## src/rtl/mvu_pkg.sv

```systemverilog
// Shared widths, defaults and job-sequencer state encoding for the MVU array.
package mvu_pkg;

    localparam int unsigned MVU_BWBANKA = 9;
    localparam int unsigned MVU_BDBANKA = 15;
    localparam int unsigned MVU_BPREC   = 6;
    localparam int unsigned MVU_BSTRIDE = 15;
    localparam int unsigned MVU_BLENGTH = 15;
    localparam int unsigned MVU_LAT     = 3;

    typedef enum logic [2:0] {
        StIdle,
        StIssue,
        StDrain,
        StQuant,
        StFin
    } jobctl_state_e;

endpackage

```

## src/rtl/mvu_loopctr.sv

```systemverilog
// Count-to-limit loop counter; wrap pulses on the increment that returns the count to zero.
module mvu_loopctr #(
    parameter int unsigned Width = 8
) (
    input  logic             clk,
    input  logic             rst,
    input  logic             clr,
    input  logic             inc,
    input  logic [Width-1:0] limit,
    output logic [Width-1:0] count,
    output logic             wrap
);

    logic [Width-1:0] count_q, count_d;
    logic             at_last;

    assign at_last = (count_q == limit - Width'(1));
    assign wrap    = inc & at_last;
    assign count   = count_q;

    always_comb begin
        count_d = count_q;
        if (clr) begin
            count_d = '0;
        end else if (inc) begin
            count_d = at_last ? '0 : count_q + Width'(1);
        end
    end

    always_ff @(posedge clk or posedge rst) begin
        if (rst) begin
            count_q <= '0;
        end else begin
            count_q <= count_d;
        end
    end

endmodule

```

## src/rtl/mvu_jobctl.sv

```systemverilog
// Per-MVU job sequencer: walks the output/weight-bit/input-bit/tile loop nest, issues reads,
// steers the accumulator and launches the quantizer once per output word.
module mvu_jobctl
    import mvu_pkg::*;
#(
    parameter int unsigned BWBANKA = MVU_BWBANKA,
    parameter int unsigned BDBANKA = MVU_BDBANKA,
    parameter int unsigned BPREC   = MVU_BPREC,
    parameter int unsigned BSTRIDE = MVU_BSTRIDE,
    parameter int unsigned BLENGTH = MVU_BLENGTH,
    parameter int unsigned LAT     = MVU_LAT
) (
    input  logic               clk,
    input  logic               rst,
    input  logic               start,
    input  logic [BPREC-1:0]   wprecision,
    input  logic [BPREC-1:0]   iprecision,
    input  logic [BLENGTH-1:0] olength_0,
    input  logic [BLENGTH-1:0] ilength_0,
    input  logic [BWBANKA-1:0] wbaseaddr,
    input  logic [BDBANKA-1:0] ibaseaddr,
    input  logic [BSTRIDE-1:0] wstride_0,
    input  logic [BSTRIDE-1:0] wstride_1,
    input  logic [BSTRIDE-1:0] istride_0,
    input  logic               rdd_grnt,
    output logic               busy,
    output logic               done,
    output logic [BWBANKA-1:0] rdw_addr,
    output logic               rdd_en,
    output logic [BDBANKA-1:0] rdd_addr,
    output logic               acc_clr,
    output logic               acc_sh,
    output logic               quant_start
);

    localparam int unsigned DrainW = (LAT > 1) ? $clog2(LAT) : 1;

    jobctl_state_e state_q, state_d;

    // Shadow copies of the job configuration, captured on an accepted start.
    logic [BPREC-1:0]   wprec_q, iprec_q;
    logic [BLENGTH-1:0] olen_q, ilen_q;
    logic [BWBANKA-1:0] wbase_q;
    logic [BDBANKA-1:0] ibase_q;
    logic [BSTRIDE-1:0] wstr0_q, wstr1_q, istr0_q;

    logic [BWBANKA-1:0] wout_q, wout_d, rdw_q, rdw_d;
    logic [BDBANKA-1:0] rdd_q, rdd_d;
    logic [DrainW-1:0]  drain_q, drain_d;

    logic               load, fire, in_issue, in_quant, zero_job;
    logic               t_wrap, ib_wrap, wb_wrap, o_wrap;
    logic [BLENGTH-1:0] t_cnt, o_cnt;
    logic [BPREC-1:0]   ib_cnt, wb_cnt, ib_next, wb_next;

    assign in_issue = (state_q == StIssue);
    assign in_quant = (state_q == StQuant);
    assign load     = (state_q == StIdle) & start;
    assign fire     = in_issue & rdd_grnt;
    assign zero_job = (olength_0 == '0) | (ilength_0 == '0) | (wprecision == '0) |
                      (iprecision == '0);

    mvu_loopctr #(.Width(BLENGTH)) u_t_ctr (
        .clk   (clk),
        .rst   (rst),
        .clr   (load),
        .inc   (fire),
        .limit (ilen_q),
        .count (t_cnt),
        .wrap  (t_wrap)
    );

    mvu_loopctr #(.Width(BPREC)) u_ib_ctr (
        .clk   (clk),
        .rst   (rst),
        .clr   (load),
        .inc   (t_wrap),
        .limit (iprec_q),
        .count (ib_cnt),
        .wrap  (ib_wrap)
    );

    mvu_loopctr #(.Width(BPREC)) u_wb_ctr (
        .clk   (clk),
        .rst   (rst),
        .clr   (load),
        .inc   (ib_wrap),
        .limit (wprec_q),
        .count (wb_cnt),
        .wrap  (wb_wrap)
    );

    mvu_loopctr #(.Width(BLENGTH)) u_o_ctr (
        .clk   (clk),
        .rst   (rst),
        .clr   (load),
        .inc   (in_quant),
        .limit (olen_q),
        .count (o_cnt),
        .wrap  (o_wrap)
    );

    // Bit indices the loop nest moves to when the tile loop wraps.
    assign ib_next = ib_wrap ? '0 : ib_cnt + BPREC'(1);
    assign wb_next = wb_wrap ? '0 : (ib_wrap ? wb_cnt + BPREC'(1) : wb_cnt);

    always_comb begin
        state_d = state_q;
        drain_d = drain_q;
        unique case (state_q)
            StIdle: begin
                if (start) begin
                    state_d = zero_job ? StFin : StIssue;
                end
            end
            StIssue: begin
                if (wb_wrap) begin
                    state_d = StDrain;
                    drain_d = '0;
                end
            end
            StDrain: begin
                if (drain_q == DrainW'(LAT - 1)) begin
                    state_d = StQuant;
                end else begin
                    drain_d = drain_q + 1'b1;
                end
            end
            StQuant: state_d = o_wrap ? StFin : StIssue;
            StFin:   state_d = StIdle;
            default: state_d = StIdle;
        endcase
    end

    // Running-sum address generation: stride steps within a tile walk, rebase on tile wrap.
    always_comb begin
        rdd_d  = rdd_q;
        rdw_d  = rdw_q;
        wout_d = wout_q;
        if (load) begin
            rdd_d  = ibaseaddr;
            rdw_d  = wbaseaddr;
            wout_d = wbaseaddr;
        end else if (fire) begin
            if (t_wrap) begin
                rdd_d = ibase_q + BDBANKA'(ib_next);
                rdw_d = wout_q + BWBANKA'(wb_next);
            end else begin
                rdd_d = rdd_q + BDBANKA'(istr0_q);
                rdw_d = rdw_q + BWBANKA'(wstr0_q);
            end
        end else if (in_quant) begin
            wout_d = wout_q + BWBANKA'(wstr1_q);
            rdw_d  = wout_d;
        end
    end

    always_ff @(posedge clk or posedge rst) begin
        if (rst) begin
            state_q <= StIdle;
            drain_q <= '0;
            rdd_q   <= '0;
            rdw_q   <= '0;
            wout_q  <= '0;
        end else begin
            state_q <= state_d;
            drain_q <= drain_d;
            rdd_q   <= rdd_d;
            rdw_q   <= rdw_d;
            wout_q  <= wout_d;
        end
    end

    always_ff @(posedge clk or posedge rst) begin
        if (rst) begin
            wprec_q <= '0;
            iprec_q <= '0;
            olen_q  <= '0;
            ilen_q  <= '0;
            wbase_q <= '0;
            ibase_q <= '0;
            wstr0_q <= '0;
            wstr1_q <= '0;
            istr0_q <= '0;
        end else if (load) begin
            wprec_q <= wprecision;
            iprec_q <= iprecision;
            olen_q  <= olength_0;
            ilen_q  <= ilength_0;
            wbase_q <= wbaseaddr;
            ibase_q <= ibaseaddr;
            wstr0_q <= wstride_0;
            wstr1_q <= wstride_1;
            istr0_q <= istride_0;
        end
    end

    logic first_grp;
    assign first_grp = (ib_cnt == '0) & (wb_cnt == '0);

    assign busy        = (state_q != StIdle);
    assign done        = (state_q == StFin);
    assign rdd_en      = in_issue;
    assign quant_start = in_quant;
    assign rdd_addr    = rdd_q;
    assign rdw_addr    = rdw_q;
    assign acc_clr     = in_issue & (t_cnt == '0) & first_grp;
    assign acc_sh      = in_issue & (t_cnt == '0) & ~first_grp;

endmodule

```

## config.mk

```make
export PLATFORM = sky130hd
export DESIGN_NAME = mvu_jobctl
export DESIGN_NICKNAME = d
export VERILOG_FILES = /design/src/rtl/mvu_pkg.sv /design/src/rtl/mvu_loopctr.sv /design/src/rtl/mvu_jobctl.sv
export SDC_FILE = /design/constraint.sdc
export NUM_CORES = 1
export LEC_CHECK = 0
export CORE_MARGIN = 3
export CORE_UTILIZATION = 30
export CTS_BUF_LIST = sky130_fd_sc_hd__clkbuf_4
export CTS_CLUSTER_DIAMETER = 60
export DETAILED_ROUTE_END_ITERATION = 12
export GPL_ROUTABILITY_DRIVEN = 0
export SYNTH_ARGS = -nofsm -noshare
export SYNTH_HDL_FRONTEND = slang
export SYNTH_HIERARCHICAL = 1
export SYNTH_SLANG_ARGS = --single-unit
```

## constraint.sdc

```tcl
create_clock -name clk -period 6.5 [get_ports clk]
set_input_delay 0.65 -clock clk [delete_from_list [all_inputs] [get_ports clk]]
set_output_delay 0.65 -clock clk [all_outputs]
set_load 0.005 [all_outputs]
```

==> summary.md, run 1 <==
| Metric | Value |
|---|---|
| Via count | 10,400 |
| First-pass GRT wire length | 53,600 µm |
| Total gr overflow | 0 |
| Worst slew pin tran | 1.07 ns |
| Finish-stage setup viols | 0 |
| Non-Filler Instances | 2,022 |
| Crit path launch type | flip-flop |
| # rows | 71 |
| Total I/O pin count | 145 |
| Synth Instances | 1,398 |
| Hold Path Class | flip-flop to flip-flop |
| Simple-Gate Fraction of Synth Area | 0.280 |
| DRT iter0 DRCs | 573 |
| Multiplexer area fraction after synthesis | 0.0119 |
| Vias per cell | 5.15 |
| Synth area leader | dfrtp_1 |
| Run status | finished, final reports clean |
| Worst EP required | 6.98 ns |
| Fmax | 189 MHz |
| Clock Latency Late Sink | 0.62 ns |
| Top cell type's share of synthesized area | 0.361 |
| Root buf cell | clkbuf_4 |
| Rel. slew slack | 0.289 |
| Core ar. | 38,200 µm² |
| Clock slew at reported path FFs | 0.14 ns |
| Placed insts | 1,989 |
| Fin nets | 1,672 |
| Worst VDD drop | 0.0000925 V |
| Netlist cell types | 91 |
| CTS tree | built |
| Die width | 204 µm |
| Hold buffer count at cts | 0 |
| Unrepaired setup endpoints after global routing | false |
| Final Cell Area | 13,800 µm² |
| Pwr/cell area | 153 nW/µm² |
| Placed cell areas | 13,500 µm² |
| Antenna-violating nets left | 0 |
| WL/cell | 16.2 µm |
| Max FO, Critical Path | 27 |
| Largest buffer count on any clock path | 2 |
| Port buffer count | 132 |
| Leakage | 6.21 nW |
| Slew Limit Fails | 0 |
| Vias in the first global route | 10,200 |
| Mean post-synth cell area | 8.42 µm² |
| Ys async rst share | 1.00 |
| Final WL | 32,800 µm |
| Setup Skew | 0.0384 ns |
| Overall power | 2.11 mW |
| Predominant post-synthesis flop cell | dfrtp_1 |
| Post-CTS sizing | 0 |
| Tcrit/Tclk final | 0.814 |
| Register area share after synthesis | 0.361 |
| Die area | 41,600 µm² |
| Adder-cell share of the synthesized area | 0.0670 |
| Die Y | 204 µm |
| Top cells by area, synth | dfrtp_1 (36%), nand2_1 (10%), ha_1 (5.8%), xnor2_1 (4.4%), xor2_1 (3.6%) |
| Number of synthesized flops with an enable pin | 0 |
| XOR/XNOR share of the synthesized area | 0.0815 |
| Mapped Nets | 1,573 |
| Cell Area, Synth | 11,800 µm² |
| TritonRoute pass-1 iters | 5 |
| Layout cells sized above 1 | 0.0576 |
| CTS buffer count | 17 |
| Fin util | 0.362 |
| Largest family of logic cells by synthesized area | simple AND/OR/NAND/NOR gates |
| DP HPWL | 23,600 µm |
| Final Hold Vio Count | 0 |
| Num Clock Sinks | 170 |
| Yosys reg bits | 170 |
| Setup CP Type | flip-flop to flip-flop |
| H-tree Lvls | 4 |
| Max Cap Viol | 0 |
| Count leader, synth | nand2_1 |
| Yosys warns | 6 |
| Syn-to-layout area delta | 17.4% |
| Compound-Gate Fraction of Synth Area | 0.163 |
| CP Data Arrival Time | 5.77 ns |
| Tmin final | 5.29 ns |
| GR Util All Layers | 0.159 |
| Remaining DRCs | 0 |
| Total Neg Setup Slack | 0 ns |
| Synth cell count leaders | nand2_1 (324), dfrtp_1 (170), nor2_1 (95) |
| Crit end category | flip-flop |
| Antenna violations before repair | 1 |
| Post-CTS setup buffers | 0 |
| Largest net degree at the start of global routing | 78 |
| Starting Density | 0.308 |
[final cells by class]
class	instances	area, µm²
clock buffer	18	135
multi-input combinational	1129	7110
timing repair buffer	140	1380
clock inverter	14	140
fill	3994	24400
sequential	170	4250
inverter	39	151
tap	511	639
antenna	1	2.50
[worst paths after layout]
check	slack [ns]	to	cells after the start	startpoint
worst min-delay path	0.50	wstr0_q[6]	2	wstr0_q[6]
min in group asynchronous	0.66	u_ib_ctr/count[3]	2	rst
worst min register to register	0.50	wstr0_q[6]	2	wstr0_q[6]
max in group asynchronous	4.22	wstr1_q[7]	3	rst
worst max register to register	1.21	rdw_addr[8]	18	ilen_q[0]
worst max-delay path	1.21	rdw_addr[8]	18	ilen_q[0]
[power breakdown]
part           internal [mW]  switching, mW
registers               1.09         0.0457
clock network          0.203          0.436
logic                  0.179          0.154
[cell usage in the layout (no fill, tap or decap), types with 15 or more instances in the layout]
| cell | count |
|---|---|
| a21oi_1 | 53 |
| a31oi_1 | 16 |
| xnor2_1 | 59 |
| and3_1 | 24 |
| xor2_1 | 48 |
| nor2_1 | 95 |
| dfrtp_1 | 170 |
| inv_1 | 36 |
| a211oi_1 | 30 |
| nand3b_1 | 15 |
| o21ai_0 | 42 |
| ha_1 | 55 |
| nand2_1 | 323 |
| clkdlybuf4s50_1 | 132 |
| nor3_1 | 23 |
| o21ai_1 | 16 |
| o211ai_1 | 19 |
| nor4_1 | 27 |
| clkbuf_4 | 18 |
| nand3_1 | 40 |
| nand4_1 | 24 |
[per-stage QoR]
step | hold slack, ns | setup slack, ns
after detailed placement | 0.470 | 1.34
final | 0.499 | 1.21
after floorplan | 0.440 | 0.949
after global placement | 0.463 | 1.46
after global routing | 0.465 | 0.789
after CTS | 0.483 | 1.29
[sequential cells by signal, indices dropped and copies added, names as in the netlist]
name and cells:
ibase_q 15, ilen_q 15, istr0_q 15, olen_q 15, rdd_addr 15, u_o_ctr/count 15
u_t_ctr/count 15, rdw_addr 9, wout_q 9, wstr0_q 9, wstr1_q 9, iprec_q 6
u_ib_ctr/count 6, u_wb_ctr/count 6, wprec_q 6, state_q 3, drain_q 2
[cells by family (layout without fill, tap and decap cells)]
group | count (synthesis) | in the layout
buffers and inverters | 99 | 211
AND/OR/NAND/NOR | 669 | 669
adder cells (fa/ha/maj) | 60 | 60
other | 0 | 1
AO/OA/AOI/OAI | 278 | 278
multiplexers | 14 | 14
flip-flops | 170 | 170
XOR/XNOR | 108 | 108
[worst max-delay path, cell delays in order (launching register included)]
cell       delay, ns
dfrtp_1         0.48
nor4_1          0.91
nand3_1         0.23
a21oi_1         0.33
nor3_4          0.11
nor4_4          0.49
and2_1          0.21
and3_1          0.16
buf_4           0.28
xnor2_1         0.15
nor2_1          0.06
ha_1            0.23
fa_1            0.43
a211oi_1        0.37
o21ai_0         0.18
o2111ai_1       0.14
xnor2_1         0.09
a21oi_1         0.20
o221ai_2        0.11
[layer usage]
| layer | vias up | wire (µm) | track usage |
|---|---|---|---|
| met2 | 227 | 15300 | 0.262 |
| met5 | - | 0 | 0 |
| met1 | 4988 | 15600 | 0.218 |
| met4 | 0 | 515 | 0.0413 |
| li1 | 5162 | - | - |
| met3 | 29 | 1330 | 0.0248 |
Power figures use the tool's default switching activity.
==> inputs of run 2 (changes only) <==
Clock period 6.5 ns to 4.3 ns, I/O delays scaled along.
==> run 2 against run 1 <==
First-iteration DRC count up 14%. Via count up 2.9%. Power up 51%. Setup slack worse by 1.1 ns. Flip-flop and latch count unchanged. Sequential share of layout area down 1.3 points. Utilization up 1.6 points. Routed wire length up 6.0%. Clock power up 48%. Clock skew down 0.013 ns. Critical path type unchanged. Highest routed layer unchanged.
==> summary.md, run 2 (synthesized netlist as in run 1, its figures left out) <==
| Metric | Value |
|---|---|
| Root buf cell | clkbuf_4 |
| DRT iter0 DRCs | 656 (+14%) |
| Via count | 10,700 (+2.9%) |
| Total gr overflow | 0 (unchanged) |
| Unrepaired setup endpoints after global routing | true |
| Fmax | 237 MHz (+26%) |
| Layout cells sized above 1 | 0.113 (+0.0556) |
| Clock Latency Late Sink | 0.62 ns (about the same) |
| Clock power share | 0.297 (-0.006) |
| Pwr/cell area | 220 nW/µm² (+44%) |
| Vias per cell | 5.16 (+0.28%) |
| Logic pwr share | 0.163 (+0.005) |
| Vias in the first global route | 10,400 (+1.7%) |
| Total Neg Setup Slack | 0 ns (unchanged) |
| Final WL | 34,700 µm (+6.0%) |
| Finish-stage setup viols | 0 (unchanged) |
| Largest buffer count on any clock path | 2 (unchanged) |
| Total I/O pin count | 145 (unchanged) |
| Die width | 204 µm (unchanged) |
| CTS buffer count | 17 (unchanged) |
| Crit-path cells | or4_4 > or4_4 > nand4_4 > nor2_4 > nor4_4 > and2_4 > and3_4 > and3_4 > nor2_4 > ha_4 > fa_2 > a211oi_4 > o21bai_1 > a21oi_1 > xnor2_1 > a22oi_1 > o21ai_1 |
| Max Cap Viol | 0 (unchanged) |
| Rel. slew slack | 0.357 (+0.0687) |
| Psw | 969 µW (+52%) |
| Filler cell count | 3,930 (-1.6%) |
| Worst slew pin tran | 0.955 ns (-0.112 ns) |
| Core ar. | 38,200 µm² (unchanged) |
| Worst VDD drop | 0.000190 V (+110%) |
| Crit path launch type | flip-flop |
| Setup Skew | 0.0253 ns (-0.0131 ns) |
| First-pass GRT wire length | 55,400 µm (+3.3%) |
| Commonest non-fill, non-tap cell in the layout | nand2_1 |
| Max FO, Critical Path | 7 (-74%) |
| Syn-to-layout area delta | 22.7% |
| GR Util All Layers | 0.165 (+0.00687) |
| Final setup margin | 0.0893 ns (-1.12 ns) |
| GR Util met2 | 0.271 (+0.00962) |
| Antenna-violating nets left | 0 (unchanged) |
| Crit end category | flip-flop |
| Die Y | 204 µm (unchanged) |
| TritonRoute pass-1 iters | 8 (+3) |
| Dpl ws | -0.0256 ns (-1.37 ns) |
| Hold buffer count at cts | 0 (unchanged) |
| Most frequent cells in the layout | nand2_1 (323), dfrtp_1 (168), clkdlybuf4s50_1 (132) |
| Fin nets | 1,725 (+3.2%) |
| Final Hold Vio Count | 0 (unchanged) |
| Fin util | 0.378 (+0.0163) |
| Port buffer count | 132 (unchanged) |
| Leakage | 6.53 nW (+5.0%) |
| Run status | finished, final reports clean |
| # rows | 71 (unchanged) |
| CP Data Arrival Time | 4.73 ns (-1.04 ns) |
| Remaining DRCs | 0 (unchanged) |
| WL/cell | 16.7 µm (+3.3%) |
| GRT Max-Usage Layer | met2 |
| Hold Path Class | input port to flip-flop |
| Worst EP required | 4.82 ns (-2.16 ns) |
| Max incr delay on CP | 0.56 ns (-0.35 ns) |
| CTS tree | built |
| DP HPWL | 24,800 µm (+5.4%) |
| Die area | 41,600 µm² (unchanged) |
| Num Clock Sinks | 170 (unchanged) |
| Met3 Use GR | 0.0291 (+0.00430) |
| H-tree Lvls | 4 (unchanged) |
| P_int | 2.21 mW (+50%) |
| Antenna violations before repair | 1 (unchanged) |
| Largest net degree at the start of global routing | 73 (-6.4%) |
| Tmin final | 4.21 ns (-1.08 ns) |
| Sequential power share | 0.540 (+0.002) |
| Highest-delay cell along the critical path | or4_4 |
| Clock slew at reported path FFs | 0.16 ns (+0.02 ns) |
| Sw frac | 0.305 (+0.00347) |
| Met1 Usage GRT | 0.228 (+0.0100) |
| Slew Limit Fails | 0 (unchanged) |
| Overall power | 3.17 mW (+51%) |
| Tcrit/Tclk final | 0.979 (+0.165) |
| Setup CP Type | flip-flop to flip-flop |
| Starting Density | 0.308 (unchanged) |
-- run 2: worst paths after layout --
path	from	end	slack (ns)	depth (start not counted)
max	ilen_q[0]	rdw_addr[6]	0.09	17
min	istride_0[14]	istr0_q[14]	0.31	3
max reg2reg	ilen_q[0]	rdw_addr[6]	0.09	17
min reg2reg	istr0_q[4]	istr0_q[4]	0.50	2
max in group asynchronous	rst	ibase_q[0]	3.00	3
min in group asynchronous	rst	u_wb_ctr/count[3]	0.37	2
-- run 2: layout make-up --
| cell class | instances | area, µm² | area share |
|---|---|---|---|
| antenna | 1 | 2.50 | 0.000173 |
| multi-input combinational | 1129 | 7320 | 0.507 |
| timing repair buffer | 193 | 1820 | 0.126 |
| clock inverter | 15 | 126 | 0.00875 |
| tap | 511 | 639 | 0.0443 |
| inverter | 39 | 151 | 0.0105 |
| sequential | 170 | 4260 | 0.295 |
| clock buffer | 17 | 128 | 0.00884 |
-- run 2: metal layers --
layer | wire, µm | vias to the layer above | part of all wire
li1 | - | 5267 | -
met1 | 16300 | 5172 | 0.47
met2 | 16200 | 247 | 0.47
met3 | 1640 | 23 | 0.047
met4 | 499 | 0 | 0.014
met5 | 0 | - | 0
-- run 2: power by group through the flow --
stage	combinational, mW	clock (mW)	sequential (mW)
global placement	0.513	0	1.74
floorplan	0.255	0	1.72
global route	0.573	1.05	1.72
finish	0.517	0.943	1.71
CTS	0.524	0.983	1.71
detailed placement	0.520	0	1.74
-- run 2: timing repair --
item,CTS,global route
resized for setup,4,37
pin swaps,1,37
endpoints found under the setup margin,6,19
buffers inserted,0,7
endpoints found under the hold margin,0,0
-- run 2: worst max-delay path: cells and delay by family, from the launching register on --
family | cells | cell delay, ns
fa+ha+maj | 2 | 0.55
compound gates | 5 | 0.78
flops | 1 | 0.44
xor+xnor | 1 | 0.10
simple gates | 9 | 2.25
-- run 2: stage by stage --
| step | std cells | cell area [µm²] | hold slack (ns) |
|---|---|---|---|
| after floorplan | 1398 | 11900 | 0.221 |
| after global placement | 2035 | 14000 | 0.465 |
| after detailed placement | 2035 | 14000 | 0.470 |
| after CTS | 2067 | 14200 | 0.252 |
| after global routing | 2075 | 14400 | 0.239 |
| final | 2075 | 14400 | 0.310 |
==> inputs of run 3 (changes only) <==
Settings changed: CTS_CLUSTER_SIZE set to 14.
==> results of run 3 <==
The final DEF is identical to that of run 2; final timing and power are the same.
